[src/rtl/sparse_match_sequencer.sv]
// Multi-cycle sparse mask matcher: walks W&A LSB-first and emits up to
// MAX_NUM_OUTPUT matches per beat with raw position and dense W/A indices.
module sparse_match_sequencer #(
   parameter int BITMASK_LENGTH = 16,
   parameter int INDEX_BITWIDTH = 5,
   parameter int MAX_NUM_OUTPUT = 2,
   parameter int COUNT_BITWIDTH = 2
) (
   input  logic                                     clock,
   input  logic                                     resetn,
   input  logic                                     ivalid,
   output logic                                     oready,
   input  logic [BITMASK_LENGTH-1:0]                bitmaskW,
   input  logic [BITMASK_LENGTH-1:0]                bitmaskA,
   output logic                                     ovalid,
   input  logic                                     iready,
   output logic [INDEX_BITWIDTH*MAX_NUM_OUTPUT-1:0] matchPos,
   output logic [INDEX_BITWIDTH*MAX_NUM_OUTPUT-1:0] matchIdxW,
   output logic [INDEX_BITWIDTH*MAX_NUM_OUTPUT-1:0] matchIdxA,
   output logic [COUNT_BITWIDTH-1:0]                numMatch,
   output logic                                     lastBeat
);
   localparam int BL  = BITMASK_LENGTH;
   localparam int IW  = INDEX_BITWIDTH;
   localparam int MNO = MAX_NUM_OUTPUT;
   localparam int CW  = COUNT_BITWIDTH;

   typedef enum logic [1:0] {IDLE, RUN, DRAIN} state_t;
   state_t state, state_next;

   logic [BL-1:0]     w_q, a_q, rem_q, rem_next;
   logic [MNO*IW-1:0] sel_pos, sel_idx_w, sel_idx_a;
   logic [CW-1:0]     sel_num;
   logic              load;

   // Each lane peels the lowest set bit off what earlier lanes left behind.
   always_comb begin : select
      logic [BL-1:0] cur;
      logic [IW-1:0] p, cw, ca;
      cur       = rem_q;
      sel_pos   = '0;
      sel_idx_w = '0;
      sel_idx_a = '0;
      sel_num   = '0;
      for (int k = 0; k < MNO; k++) begin
         p  = '0;
         cw = '0;
         ca = '0;
         if (|cur) begin
            for (int i = BL-1; i >= 0; i--)
               if (cur[i]) p = IW'(i);
            // Dense indices count the full latched masks, not the remainder.
            for (int i = 0; i < BL; i++)
               if (i < int'(p)) begin
                  cw = cw + IW'(w_q[i]);
                  ca = ca + IW'(a_q[i]);
               end
            sel_num = sel_num + CW'(1);
         end
         sel_pos[k*IW +: IW]   = p;
         sel_idx_w[k*IW +: IW] = cw;
         sel_idx_a[k*IW +: IW] = ca;
         cur = cur & (cur - BL'(1));
      end
      rem_next = cur;
   end

   always_comb begin
      state_next = state;
      oready     = 1'b0;
      load       = 1'b0;
      case (state)
         IDLE: begin
            oready = resetn;
            if (ivalid) state_next = RUN;
         end
         RUN: begin
            load = !ovalid || iready;
            if (load && rem_next == '0) state_next = DRAIN;
         end
         DRAIN: if (iready) state_next = IDLE;
         default: state_next = IDLE;
      endcase
   end

   always_ff @(posedge clock or negedge resetn) begin
      if (!resetn) begin
         state     <= IDLE;
         w_q       <= '0;
         a_q       <= '0;
         rem_q     <= '0;
         ovalid    <= 1'b0;
         lastBeat  <= 1'b0;
         numMatch  <= '0;
         matchPos  <= '0;
         matchIdxW <= '0;
         matchIdxA <= '0;
      end else begin
         state <= state_next;
         if (state == IDLE && ivalid) begin
            w_q   <= bitmaskW;
            a_q   <= bitmaskA;
            rem_q <= bitmaskW & bitmaskA;
         end
         if (load) begin
            ovalid    <= 1'b1;
            lastBeat  <= (rem_next == '0);
            numMatch  <= sel_num;
            matchPos  <= sel_pos;
            matchIdxW <= sel_idx_w;
            matchIdxA <= sel_idx_a;
            rem_q     <= rem_next;
         end
         if (state == DRAIN && iready) begin
            ovalid    <= 1'b0;
            lastBeat  <= 1'b0;
            numMatch  <= '0;
            matchPos  <= '0;
            matchIdxW <= '0;
            matchIdxA <= '0;
         end
      end
   end
endmodule

[config.mk]
export PLATFORM = sky130hd
export DESIGN_NAME = sparse_match_sequencer
export DESIGN_NICKNAME = d
export VERILOG_FILES = /design/src/rtl/sparse_match_sequencer.sv
export SDC_FILE = /design/constraint.sdc
export NUM_CORES = 1
export LEC_CHECK = 0
export BUFFER_PORTS_ARGS = -buffer_cell sky130_fd_sc_hd__buf_4
export CORE_ASPECT_RATIO = 2
export CORE_MARGIN = 1
export CORE_UTILIZATION = 50
export CTS_CLUSTER_DIAMETER = 150
export DETAILED_ROUTE_END_ITERATION = 10
export GPL_ROUTABILITY_DRIVEN = 0
export PLACE_DENSITY_LB_ADDON = 0.15
export SLEW_MARGIN = 5
export SYNTH_ARGS = -nofsm -noshare
export SYNTH_HDL_FRONTEND = slang
export SYNTH_SLANG_ARGS = --single-unit
[constraint.sdc]
create_clock -name clock -period 16.1 [get_ports clock]
set_clock_uncertainty 0.2 [all_clocks]
set_input_delay 4.83 -clock clock [delete_from_list [all_inputs] [get_ports clock]]
set_output_delay 4.83 -clock clock [all_outputs]
set_load 0.01 [all_outputs]
==> results.yml, run 1 <==
logic_synthesis:
  synth_area_leaders: "dfrtp_1, ha_1, nand2_1"
  avgSynthCellArea_um2: 7.85
  async_flop_share: 1.00
  synthesis.area_um2: 10500
  synth_edf_count: 0
  synth_most_common_cell: "nand2_1"
  synthFlopType: "dfrtp_1"
  yosys_warnings: 0
  ys_seq_area_frac: 0.190
  synth_top_area_frac: 0.190
  synth.distinct_cells: 101
  synth_common_cells: "nand2_1, ha_1, nor2_1"
  ys_ff_latch: 80
  synth_top_cell_by_area: "dfrtp_1"
  syn-instance-count: 1339
sta:
  fin_crit_sh: 0.782
  final_hold_viol_count: 0
  layout_min_cycle_time_ns: 12.58
  slew_viol_final: 0
  relSlewSlack: 0.195
  setup_viol: 0
  rsz0062_at_grt: "false"
  fmax_mhz: 79.5
  tns_ns: 0
  max_slew.worst_pin.slew_ns: 1.20
critical_path:
  end_kind: "flip-flop"
  cp_max_fo: 20
  worst_ep_required_time_ns: 16.12
  path_common_cell: "ha_1"
  start_kind: "flip-flop"
  path_class: "reg -> reg"
  worstPathArrival_ns: 12.60
  worstRegToRegCells: 48
  slowest_delay_ns: 0.90
  cpMaxStageDelayCell: "or4_1"
drt:
  drt_iter0_markers: 590
  wl_per_cell_um: 18.8
  drtPass1Iterations: 5
  antenna_left: 0
  drc: 0
  routed_wirelength_um: 30900
  via_count: 10137
  vias_per_cell: 6.16
clocking:
  ctsHoldBuffers: 0
  cts_tree: "yes"
  max-clock-path-buffers: 2
  insertion_delay_ns: 0.34
  cts-resized-gates: 0
  cts_root_buffer: "clkbuf_16"
  h-tree-depth: 3
  numCtsBuffers: 9
  clk_pin_slew_worst_paths_ns: 0.07
  cts_num_sinks: 80
  cts_setup_buffers: 0
finish:
  syn_to_final_growth_pct: 9.48
  fin_nets: 1519
  drive_gt1_frac: 0.139
  insertedDiodeCount: 0
die:
  die_w_um: 105
  io_pins: 71
  rows: 74
  die_h_um: 207
  dieArea_um2: 21600
  core_um2: 20600
  initial_core_util: 0.512
status:
  status: "finished clean"
global_route:
  grtUsageTotal: 0.291
  antenna_found_initial: 0
  grt_pass1_wl_um: 49600
  overflow: 0
  grt_max_degree: 45
  grt_pass1_vias: 9664
placement:
  io_buffers: 68
  hpwl_um: 25100
hold_path:
  whs_path_depth: 2
  hold_path.class: "reg -> reg"
flow_run:
  max_cap_viol_count: 0
[cells in the final DEF, fill, tap and decap left out, types with 6 or more instances in the layout]
master | netlist | routed
a32o_1 | 8 | 8
a21oi_1 | 57 | 57
or3_1 | 7 | 7
xor2_1 | 33 | 33
and3_1 | 12 | 12
nor4_1 | 8 | 8
o21ai_1 | 11 | 11
mux2i_1 | 34 | 34
nor3_1 | 27 | 27
nand3_1 | 46 | 46
mux2_2 | 44 | 44
and2_1 | 23 | 23
a21o_1 | 7 | 7
inv_1 | 21 | 21
nor3b_1 | 6 | 6
a21boi_0 | 7 | 7
a31oi_1 | 14 | 14
nand2b_1 | 12 | 12
dfrtp_1 | 80 | 80
nor2_1 | 104 | 103
or2_2 | 11 | 11
xnor3_1 | 6 | 6
nand4_1 | 14 | 14
buf_4 | 2 | 83
o21ai_0 | 72 | 72
o21a_1 | 13 | 13
nand2_1 | 257 | 257
xnor2_1 | 57 | 57
o211ai_1 | 15 | 15
o22ai_1 | 12 | 12
a211oi_1 | 11 | 11
ha_1 | 109 | 109
o31ai_1 | 8 | 8
clkbuf_16 | 0 | 9
nand3b_1 | 6 | 6
a22o_1 | 11 | 11
[worst paths after layout]
| kind | startpoint | end | slack, ns |
|---|---|---|---|
| worst max-delay path | rem_q[2]$_DFFE_PN0P_ | matchIdxW[9]$_DFFE_PN0P_ | 3.52 |
| worst min-delay path | matchIdxA[1]$_DFFE_PN0P_ | matchIdxA[1]$_DFFE_PN0P_ | 0.28 |
| worst max register to register | rem_q[2]$_DFFE_PN0P_ | matchIdxW[9]$_DFFE_PN0P_ | 3.52 |
| worst min register to register | matchIdxA[1]$_DFFE_PN0P_ | matchIdxA[1]$_DFFE_PN0P_ | 0.28 |
| max in group asynchronous | resetn | rem_q[13]$_DFFE_PN0P_ | 10.47 |
| min in group asynchronous | resetn | matchIdxW[7]$_DFFE_PN0P_ | 4.27 |
[worst max-delay path: cells and delay by family, from the launching register on]
family | cells | cell delay [ns]
and+or+nand+nor | 16 | 3.44
AOI/OAI and AO/OA | 8 | 1.74
muxes | 8 | 2.16
xor gates and xnor gates | 1 | 0.16
adders and majority gates | 15 | 4.24
DFF | 1 | 0.52
[through the flow]
step           utilization  hold slack, ns  setup WS [ns]  instances  instance area (um^2)
5_1_grt              0.560           0.319           2.73       1645                 11500
3_3_place_gp         0.546           0.263           3.91       1629                 11200
2_1_floorplan            -           0.281           4.86       1340                 10500
4_1_cts              0.560           0.288           3.60       1645                 11500
6_report             0.560           0.277           3.52       1645                 11500
3_5_place_dp         0.546           0.273           3.67       1629                 11200
[layout make-up]
type	count	area, um^2
timing repair buffer	83	623
clock buffer	10	229
sequential	80	2000
tap	266	333
inverter	21	78.8
fill	2056	9040
multi-input combinational	1179	8190
clock inverter	6	60.1
[cell families after synthesis]
logic type | synth area share
flip-flops | 0.190
other | 0.000357
AO/OA/AOI/OAI | 0.199
adder cells (fa/ha/maj) | 0.135
buffers and inverters | 0.0317
multiplexers | 0.0808
AND/OR/NAND/NOR | 0.254
XOR/XNOR | 0.109
[per-layer routing]
metal | track usage | share of wire | vias up
li1 | - | - | 4924
met1 | 0.306 | 0.37 | 4813
met2 | 0.533 | 0.52 | 296
met5 | 0 | 0 | -
met3 | 0.0280 | 0.036 | 104
met4 | 0.204 | 0.077 | 0
[sequential cells by signal, summed over array words and instances, names as in the netlist]
signal     cells
a_q           15
ovalid         1
state          2
matchPos       8
numMatch       2
matchIdxA     10
lastBeat       1
w_q           15
matchIdxW     10
rem_q         16
Power of run 1 is not shown: default switching activity piles up to over one toggle a cycle in this logic, so the estimate is an artifact.
==> inputs of run 2 (changes only) <==
Clock period 16.1 ns to 12.93 ns, I/O delays scaled along.
==> results.yml, run 2 (synthesized netlist as in run 1, its figures left out) <==
critical_path:
  slowest_delay_ns: 0.70
  cpMaxStageDelayCell: "or4_1"
  worstRegToRegCells: 48
  start_kind: "flip-flop"
  r2r_slack_ns: 0.60
  path_class: "reg -> reg"
  end_kind: "flip-flop"
  worst_ep_required_time_ns: 12.95
  rr_endpoint: "matchIdxW[9]$_DFFE_PN0P_"
  cp_max_fo: 17
  worstPathArrival_ns: 12.35
  path_common_cell: "ha_1"
  r2r-start: "rem_q[4]$_DFFE_PN0P_"
finish:
  syn_to_final_growth_pct: 9.76
  reg.largest.list: "rem_q: 16 flops, a_q: 15 flops, w_q: 15 flops"
  insertedDiodeCount: 0
  stdcell_count: 1646
  fin_nets: 1520
  mostFrequentLayoutCells: "nand2_1, ha_1, nor2_1"
  fin_util: 0.561
  largest_reg_flops: 16
  drive_gt1_frac: 0.141
  regMostFlops: "rem_q"
  final_common_cell: "nand2_1"
sta:
  fmax_mhz: 81.1
  rsz0062_at_grt: "false"
  relSlewSlack: 0.247
  finalWorstSetupSlack_ns: 0.595
  slew_viol_final: 0
  final_hold_viol_count: 0
  layout_min_cycle_time_ns: 12.33
  fin_crit_sh: 0.954
  tns_ns: 0
  max_slew.worst_pin.slew_ns: 1.12
  setup_viol: 0
hold_path:
  whs_endpoint: "matchPos[2]$_DFFE_PN0P_"
  hold_path.class: "reg -> reg"
  min_from: "matchPos[2]$_DFFE_PN0P_"
  whs_path_depth: 2
clocking:
  numCtsBuffers: 9
  cts_setup_buffers: 0
  max-clock-path-buffers: 2
  clk_pin_slew_worst_paths_ns: 0.07
  cts_root_buffer: "clkbuf_16"
  cts_num_sinks: 80
  cts_tree: "yes"
  insertion_delay_ns: 0.34
  h-tree-depth: 3
die:
  dieArea_um2: 21600
  io_pins: 71
  die_w_um: 105
  initial_core_util: 0.512
  core_um2: 20600
  die_h_um: 207
  rows: 74
drt:
  drc: 0
  routed_wirelength_um: 31000
  vias_per_cell: 6.08
  via_count: 10003
  wl_per_cell_um: 18.8
  drtPass1Iterations: 5
  antenna_left: 0
  drt_iter0_markers: 452
placement:
  pre_cts_ws_ns: 0.644
  io_buffers: 68
  dp_cells: 1630
  hpwl_um: 25400
global_route:
  grt_util_met2: 0.529
  overflow: 0
  grt_pass1_wl_um: 48900
  grt.busiest_layer: "met2"
  grtUsageTotal: 0.287
  grt_pass1_vias: 9606
  antenna_found_initial: 0
  grt_max_degree: 45
  use_met3: 0.0223
  use_met1: 0.303
flow_run:
  max_cap_viol_count: 0
status:
  status: "finished clean"
## run 2: final cells by class
class                   instances  area [um^2]
fillers                      2062         9010
multi-input cells            1179         8190
flip-flops and latches         80         2000
repair buffers                 84          631
well taps                     266          333
clock buffers                   9          225
clock inverters                 7         78.8
inverters                      21         78.8
## run 2: what timing repair did
action	CTS	global route
hold buffers	0	0
setup endpoints to repair	0	2
gates resized for setup	0	1
## run 2: through the flow
stage | hold WS [ns] | cell area, um^2
final | 0.277 | 11500
after global routing | 0.306 | 11500
after CTS | 0.286 | 11500
after detailed placement | 0.272 | 11200
after global placement | 0.263 | 11200
after floorplan | 0.281 | 10500
## run 2: worst max path at each step
stage                          from  slack, ns                  endpoint  cells past startpoint
2_1_floorplan  rem_q[4]$_DFFE_PN0P_       1.69  matchIdxW[9]$_DFFE_PN0P_                     49
3_3_place_gp   rem_q[2]$_DFFE_PN0P_       0.97  matchIdxW[9]$_DFFE_PN0P_                     49
3_5_place_dp   rem_q[3]$_DFFE_PN0P_       0.64  matchIdxW[9]$_DFFE_PN0P_                     49
4_1_cts        rem_q[3]$_DFFE_PN0P_       0.59  matchIdxW[9]$_DFFE_PN0P_                     49
5_1_grt        rem_q[4]$_DFFE_PN0P_       0.02  matchIdxW[9]$_DFFE_PN0P_                     48
6_report       rem_q[4]$_DFFE_PN0P_       0.60  matchIdxW[9]$_DFFE_PN0P_                     48
## run 2: critical path, delay by kind of cell (launching register included)
family / cells / cell delay (ns)
AND/OR/NAND/NOR: 16 / 3.12
adder cells (fa/ha/maj): 15 / 4.27
multiplexers: 8 / 2.17
flip-flops: 1 / 0.55
XOR/XNOR: 1 / 0.17
AO/OA/AOI/OAI: 8 / 1.74
## run 2: per-layer routing
| metal | up-vias | wire (um) |
|---|---|---|
| met5 | - | 0 |
| met4 | 0 | 2320 |
| li1 | 4926 | - |
| met2 | 314 | 16100 |
| met1 | 4669 | 11400 |
| met3 | 94 | 1200 |
Power of run 2 is left out for the same reason.
